File: config.mk
export PLATFORM = sky130hd
export DESIGN_NAME = load_scoreboard
export DESIGN_NICKNAME = d
export VERILOG_FILES = /design/src/rtl/load_scoreboard.sv
export SDC_FILE = /design/constraint.sdc
export NUM_CORES = 1
export LEC_CHECK = 0
export ABC_AREA = 0
export CORE_MARGIN = 1.5
export CORE_UTILIZATION = 40
export CTS_BUF_LIST = sky130_fd_sc_hd__clkbuf_16
export DETAILED_ROUTE_END_ITERATION = 12
export MAX_ROUTING_LAYER = met4
export PLACE_DENSITY = 0.67
export SLEW_MARGIN = 20
export SYNTH_ARGS = -nofsm -noshare
export SYNTH_HDL_FRONTEND = slang
export SYNTH_SLANG_ARGS = --single-unit
File: constraint.sdc
create_clock -name clk -period 4.7 [get_ports clk]
set_clock_uncertainty 0.05 [all_clocks]
set_input_delay 0.705 -clock clk [delete_from_list [all_inputs] [get_ports clk]]
set_output_delay 0.705 -clock clk [all_outputs]
set_load 0.01 [all_outputs]
File: src/rtl/load_scoreboard.sv
// Decode-stage scoreboard for variable-latency loads.
// Tracks pending load destinations and stalls dependent or excess loads.
module load_scoreboard #(
  parameter int MAX_LOADS = 4,
  parameter int CNT_W     = 32
) (
  input  logic             clk,
  input  logic             rst,
  input  logic             id_valid,
  input  logic             id_flush,
  input  logic             id_memRead,
  input  logic             id_regWrite,
  input  logic [4:0]       id_rd,
  input  logic [4:0]       id_rs1,
  input  logic [4:0]       id_rs2,
  input  logic             id_use_rs1,
  input  logic             id_use_rs2,
  input  logic             wb_load_done,
  input  logic [4:0]       wb_rd,
  output logic             stall,
  output logic             load_issue,
  output logic [31:0]      pending,
  output logic [3:0]       outstanding,
  output logic             full,
  output logic [CNT_W-1:0] stall_cycles
);

  logic        raw1;
  logic        raw2;
  logic        cap;
  logic        is_load;
  logic [31:0] pend_d;
  logic [3:0]  out_d;

  assign is_load = id_memRead & id_regWrite;
  assign full    = (outstanding == 4'(MAX_LOADS));

  // A register retiring this cycle is covered by the WB bypass.
  assign raw1 = id_use_rs1 & (id_rs1 != 5'd0)
              & pending[id_rs1]
              & ~(wb_load_done & (wb_rd == id_rs1));
  assign raw2 = id_use_rs2 & (id_rs2 != 5'd0)
              & pending[id_rs2]
              & ~(wb_load_done & (wb_rd == id_rs2));

  // A completion in the same cycle frees a slot.
  assign cap = is_load & full & ~wb_load_done;

  assign stall = ~rst & id_valid & ~id_flush
               & (raw1 | raw2 | cap);

  assign load_issue = id_valid & ~id_flush & ~stall
                    & is_load & (id_rd != 5'd0);

  always_comb begin
    pend_d = pending;
    if (wb_load_done)
      pend_d[wb_rd] = 1'b0;
    if (load_issue)
      pend_d[id_rd] = 1'b1;
    pend_d[0] = 1'b0;
  end

  // Completion with nothing in flight saturates at zero.
  always_comb begin
    out_d = outstanding;
    unique case (1'b1)
      (load_issue & ~wb_load_done):
        out_d = outstanding + 4'd1;
      (wb_load_done & ~load_issue
        & (outstanding != 4'd0)):
        out_d = outstanding - 4'd1;
      default:
        out_d = outstanding;
    endcase
  end

  always_ff @(posedge clk) begin
    if (rst) begin
      pending      <= '0;
      outstanding  <= '0;
      stall_cycles <= '0;
    end else begin
      pending      <= pend_d;
      outstanding  <= out_d;
      stall_cycles <= stall_cycles + CNT_W'(stall);
    end
  end

endmodule

* Yosys cells after proc, flatten, opt, wreduce, memory -nomap -nowiden
Cells that the tools add are included.
** Word-level totals
- Flip-flop bits (word level) :: 68
- Output and inout port bits :: 71
- Word-level logic and storage cells :: 67
- Bits of input ports :: 29
** Operators by class
- Multiplexer cells :: 11
- Equality and inequality tests :: 3
- Magnitude comparators :: 6
- Bitwise logic cells :: 33
- Reductions and logical operators :: 7
- $add $sub $neg :: 3
** Operator list (count)
- 32-bit two-way mux :: 2
- 32-bit by 1-bit adder with 32-bit output :: 1
- 32-bit AND :: 1
- 32-bit NOT :: 1
- 32-bit bitwise OR :: 1
- 5-bit by 6-bit less-than comparator with 1-bit output (second input constant) :: 4
- 1-bit AND :: 21
- 5-bit nonzero test :: 3
- 1-bit binary-select mux with 5-bit select :: 2
- 1-bit demux with 5-bit select :: 2
- 5-bit == test :: 2
- 5-bit by 1-bit greater-or-equal comparator with 1-bit output (second input constant) :: 2
- 4-bit case mux with 2 select lines :: 1
- 1-bit NOT :: 7
- 4-bit by 1-bit adder with 4-bit output (second input constant) :: 1
- 4-bit by 3-bit == test with 1-bit output (second input constant) :: 1
- 1-bit two-way mux :: 4
- 4-bit nonzero test :: 1
- 4-bit by 1-bit subtractor with 4-bit output (second input constant) :: 1
- 1-bit logical AND :: 2
- 1-bit bitwise OR :: 2
- 2-bit nonzero test :: 1

* Depth between registers and ports, before layout
- Depth after elaboration :: 15
- Depth in mapped cells :: 18
- Gate-level depth less buffers :: 14

* Worst setup path after synthesis
No wires, ideal clock.
- Path kind :: input to register
- Start :: input port id_rs2[2]
- End :: register stall_cycles[29]
- Path slack :: 0.307 ns
- Library setup time :: 0.070 ns
- Arrival :: 4.273 ns
- Path buffers :: 2
- Stages on the path :: 15
- Required time :: 4.580 ns
- Cell sequence :: buf_4 > buf_4 > mux2i_1 > mux4_2 > a22oi_1 > nand4_1 > a311oi_2 > ha_1 > nand3_1 > or4_1 > or3_1 > nor2_1 > nand2_1 > or3_1 > a21oi_1
** On the way
- Word-level cells in the longest chain between the ends :: 8
- Elaborated cells on any way between the ends :: 13
- Those cells by class :: add/sub (1); eq/ne (1); mux (2); bitwise (8); reduce/logical (1)
** RTL lines
- from (decl) :: RTL line 15 : input logic [4:0] id_rs2,
- 1-bit binary-select mux with 5-bit select, or another cell as far along :: RTL line 43 : & pending[id_rs2]
- 1-bit two-way mux (implied by the code), or another cell as far along :: RTL line 43
- 1-bit AND / 1-bit NOT (equally long branches) :: RTL line 43, 44
- 1-bit AND * :: RTL line 44 : & ~(wb_load_done & (wb_rd == id_rs2));
- 1-bit bitwise OR * (2 in a row) :: RTL line 50 : & (raw1 | raw2 | cap);
- 1-bit AND * :: RTL line 50
- named net stall :: RTL line 20 : output logic stall,
- 32-bit by 1-bit adder with 32-bit output * :: RTL line 86 : stall_cycles <= stall_cycles + CNT_W'(stall);
- to (signal assigned) :: RTL line 86
- to (decl) :: RTL line 25 : output logic [CNT_W-1:0] stall_cycles
Mark *: on every way through the listed nets, which the timed path passes. The rest lies on a longest branch. The select of a mux whose other input is x is not followed.
A chain may end at the register's enable or synchronous reset.

* Worst setup path after layout
- Start :: input port id_rs1[0]
- End :: output port load_issue
** On the way
- Word-level cells in the longest chain between the ends :: 11
- Elaborated cells on any way between the ends :: 16
- Those cells by class :: eq/ne (1); mux (2); bitwise (12); reduce/logical (1)
** RTL lines
- from (decl) :: RTL line 14 : input logic [4:0] id_rs1,
- 1-bit binary-select mux with 5-bit select, or another cell as far along :: RTL line 40 : & pending[id_rs1]
- 1-bit two-way mux (implied by the code), or another cell as far along :: RTL line 40
- 1-bit AND / 1-bit NOT (equally long branches) :: RTL line 40, 41
- 1-bit AND * :: RTL line 41 : & ~(wb_load_done & (wb_rd == id_rs1));
- 1-bit bitwise OR * (2 in a row) :: RTL line 50
- 1-bit AND * :: RTL line 50
- 1-bit NOT * :: RTL line 52 : assign load_issue = id_valid & ~id_flush & ~stall
- 1-bit AND * :: RTL line 52
- 1-bit AND * (2 in a row) :: RTL line 53 : & is_load & (id_rd != 5'd0);
- to (decl) :: RTL line 21 : output logic load_issue,
Every way passes the cells marked *; elsewhere a longest branch is shown, timed or not. The select of a mux whose other input is x is not followed.

==> impl_metrics.sql <==
INSERT INTO impl_metrics (metric_group, metric, value, unit) VALUES
('synth', 'synth.lib_cells_used.distinct', '54', ''),
('critical_path', 'worst-endpoint-arrival', '3.79', 'ns'),
('routing', 'route.detailed.wl_per_inst', '16.6', 'um'),
('synth', 'synth.cell_area', '0.00390', 'mm^2'),
('timing', 'finalSetupTns', '0', 'ns'),
('synth', 'syn_nets', '475', ''),
('critical_path', 'worstSetupStartpoint', 'id_rs1[0]', ''),
('synth', 'synthArstFlopShare', '0', ''),
('grt', 'grt_pass1_wl', '18.5', 'mm'),
('cts', 'cts_buffer_depth', '2', ''),
('placed_design', 'gpl.final_weighted_congestion', '0.898', ''),
('floorplan', 'die_x', '102', 'um'),
('timing', 'total_of_endpoints_with_negative_setup_slack_in_the_final_report', '0', ''),
('routing', 'post-route-drc-count', '0', ''),
('floorplan', 'rows', '35', ''),
('cts', 'tritoncts_clock_tree', 'yes', ''),
('synth', 'yosysWarnings', '0', ''),
('pwr', 'total_switching_power', '375', 'uW'),
('placed_design', 'io_buffers', '98', ''),
('timing', 'drv_slew', '0', ''),
('pwr', 'power.share.switching', '0.236', ''),
('critical_path', 'worst_r2r_startpoint', 'pending[2]', ''),
('critical_path', 'end_kind', 'output pin', ''),
('routing', 'initialDrtViolationCount', '222', ''),
('synth', 'synth_sequential_area_ratio', '0.344', ''),
('routing', 'postRouteAntennaNets', '0', ''),
('synth', 'syn_inst', '441', ''),
('routing', 'detail_route.wirelength', '11.2', 'mm'),
('pwr', 'power_report.internal_total', '1210', 'uW'),
('min_path', 'hold_depth', '2', ''),
('final_layout', 'instances_no_fill', '678', ''),
('floorplan', 'core_region_area', '0.00933', 'mm^2'),
('min_path', 'min_path_type', 'reg2reg', ''),
('job', 'max_cap_viol_count', '0', ''),
('cts', 'cts_hold_repair.buffers', '0', ''),
('placed_design', 'dpl.hpwl', '8.23', 'mm'),
('timing', 'timing.slew.headroom', '0.513', ''),
('timing', 'rsz0062_at_grt', 'false', ''),
('cts', 'tritoncts_num_sinks', '67', ''),
('cts', 'cts.htree.levels', '3', ''),
('grt', 'overflow', '0', ''),
('pwr', 'peakVddDrop', '0.198', 'mV'),
('grt', 'first_global_vias', '3678', ''),
('final_layout', 'layout_commonest_cell', 'sky130_fd_sc_hd__clkdlybuf4s50_1', ''),
('final_layout', 'nNetsFinal', '578', ''),
('critical_path', 'cells_along_the_critical_path', 'clkdlybuf4s50_1 > buf_12 > mux4_1 > a22o_1 > a211o_1 > nand3_2 > a311oi_2 > buf_4 > or2_1 > inv_1 > clkdlybuf4s50_1', ''),
('routing', 'detailroute.via_count', '3651', ''),
('min_path', 'hold_path_startpoint', 'stall_cycles[13]', ''),
('pwr', 'power_frac_comb', '0.143', ''),
('floorplan', 'fp.dieArea', '0.0104', 'mm^2'),
('routing', 'route.detailed.vias_per_inst', '5.38', ''),
('critical_path', 'critical_path.most_common_cell', 'sky130_fd_sc_hd__clkdlybuf4s50_1', ''),
('pwr', 'total_leakage_power', '0.00195', 'uW'),
('synth', 'synthesis.area_per_instance', '8.85', 'um^2'),
('final_layout', 'antenna-diode-count', '0', ''),
('grt', 'grt_antenna_before_repair', '0', ''),
('cts', 'cts_buffers', '9', ''),
('final_layout', 'drive_gt1_frac', '0.122', ''),
('run_status', 'status', 'completed', ''),
('final_layout', 'area_growth_from_synthesis_to_final_layout', '39.2', '%'),
('timing', 'post-route-period-util', '0.967', ''),
('grt', 'globalRouteTotalUtil', '0.235', ''),
('cts', 'cts-root-buf', 'sky130_fd_sc_hd__clkbuf_16', ''),
('cts', 'cts.clk_slew.worst_paths', '0.05', 'ns'),
('placed_design', 'post-place-cells', '662', ''),
('critical_path', 'ff2ff_path_depth', '14', ''),
('synth', 'synth.ff_latch_count', '67', ''),
('critical_path', 'worst_ep_required_time', '3.94', 'ns'),
('routing', 'detail_route.first_pass.iterations', '4', ''),
('critical_path', 'critical_path.reg2reg.endpoint', 'stall_cycles[29]', ''),
('timing', 'final_hold_viol_count', '0', '');
## final cells by class
cell class                 instances  area [um^2]  area share
tap                              129          161      0.0297
multi-input combinational        332         2370       0.436
clock buffer                       9          225      0.0415
clock inverter                     7          116      0.0214
inverter                          13         48.8     0.00898
sequential                        67         1340       0.247
timing repair buffer             121         1170       0.216
## power by group through the flow
stage / combinational, uW / clock, uW / sequential (uW)
global route: 250 / 805 / 596
floorplan: 136 / 0 / 608
CTS: 227 / 774 / 595
finish: 227 / 764 / 595
global placement: 222 / 0 / 606
detailed placement: 225 / 0 / 607
## cell families (layout without fill, tap and decap cells)
| logic type | count (synthesis) | after routing | share of synthesized area |
|---|---|---|---|
| fa+ha+maj | 5 | 5 | 0.0180 |
| mux | 30 | 30 | 0.123 |
| xor+xnor | 34 | 34 | 0.0763 |
| buf+inv | 42 | 150 | 0.0516 |
| flops | 67 | 67 | 0.344 |
| simple gates | 178 | 178 | 0.254 |
| compound gates | 84 | 84 | 0.132 |
| other cells | 1 | 1 | 0.000961 |
## repair_timing
item | in CTS | in global routing
buffers inserted | 0 | 0
gates resized for setup | 0 | 1
endpoints found under the setup margin | 0 | 1
## registers in the layout, indices dropped and copies added (netlist names)
signal / flops
stall_cycles: 32
outstanding: 4
pending: 31
## synthesized netlist by cell type, drive strengths merged, types with 5 or more instances
master	number	area share
nor2b	20	0.032
mux4	12	0.075
clkbuf	16	0.015
xnor2	10	0.022
nand4	5	0.0080
inv	13	0.013
nand3	17	0.023
mux2i	14	0.036
o21ai	47	0.068
nor3	6	0.0077
or4	12	0.025
nand2	27	0.026
or3	12	0.019
buf	13	0.024
o31ai	8	0.015
a21oi	15	0.019
xor2	24	0.054
dfxtp	67	0.34
nor2	38	0.037
nand3b	16	0.031
## worst max-delay path: cells and delay by family
kind | cells | cell delay [ns]
compound gates | 3 | 0.59
mux | 1 | 0.55
simple gates | 2 | 0.40
buf+inv | 5 | 1.54
## stage by stage
step	hold WS [ns]	power, uW	cell area (um^2)	worst slack [ns]
final	0.454	1590	5430	0.153
after CTS	0.457	1600	5430	0.162
after global routing	0.497	1650	5430	0.0450
after global placement	0.436	828	5080	0.0764
after floorplan	0.450	744	3900	0.307
after detailed placement	0.445	832	5080	0.00346
## worst max path at each step
stage | endpoint | cells past startpoint
global placement | stall_cycles[29] | 15
detailed placement | stall_cycles[29] | 15
global route | stall_cycles[29] | 16
floorplan | stall_cycles[29] | 15
finish | load_issue | 11
CTS | load_issue | 11
## per-layer routing
metal | track usage | part of all wire | vias up | wire (um)
li1 | - | - | 1792 | -
met3 | 0.0511 | 0.080 | 28 | 897
met4 | 0.0908 | 0.024 | 0 | 274
met1 | 0.311 | 0.45 | 1693 | 5070
met2 | 0.350 | 0.44 | 138 | 4990
met5 | - | 0 | - | 0
(Power assumes the default switching activity.)
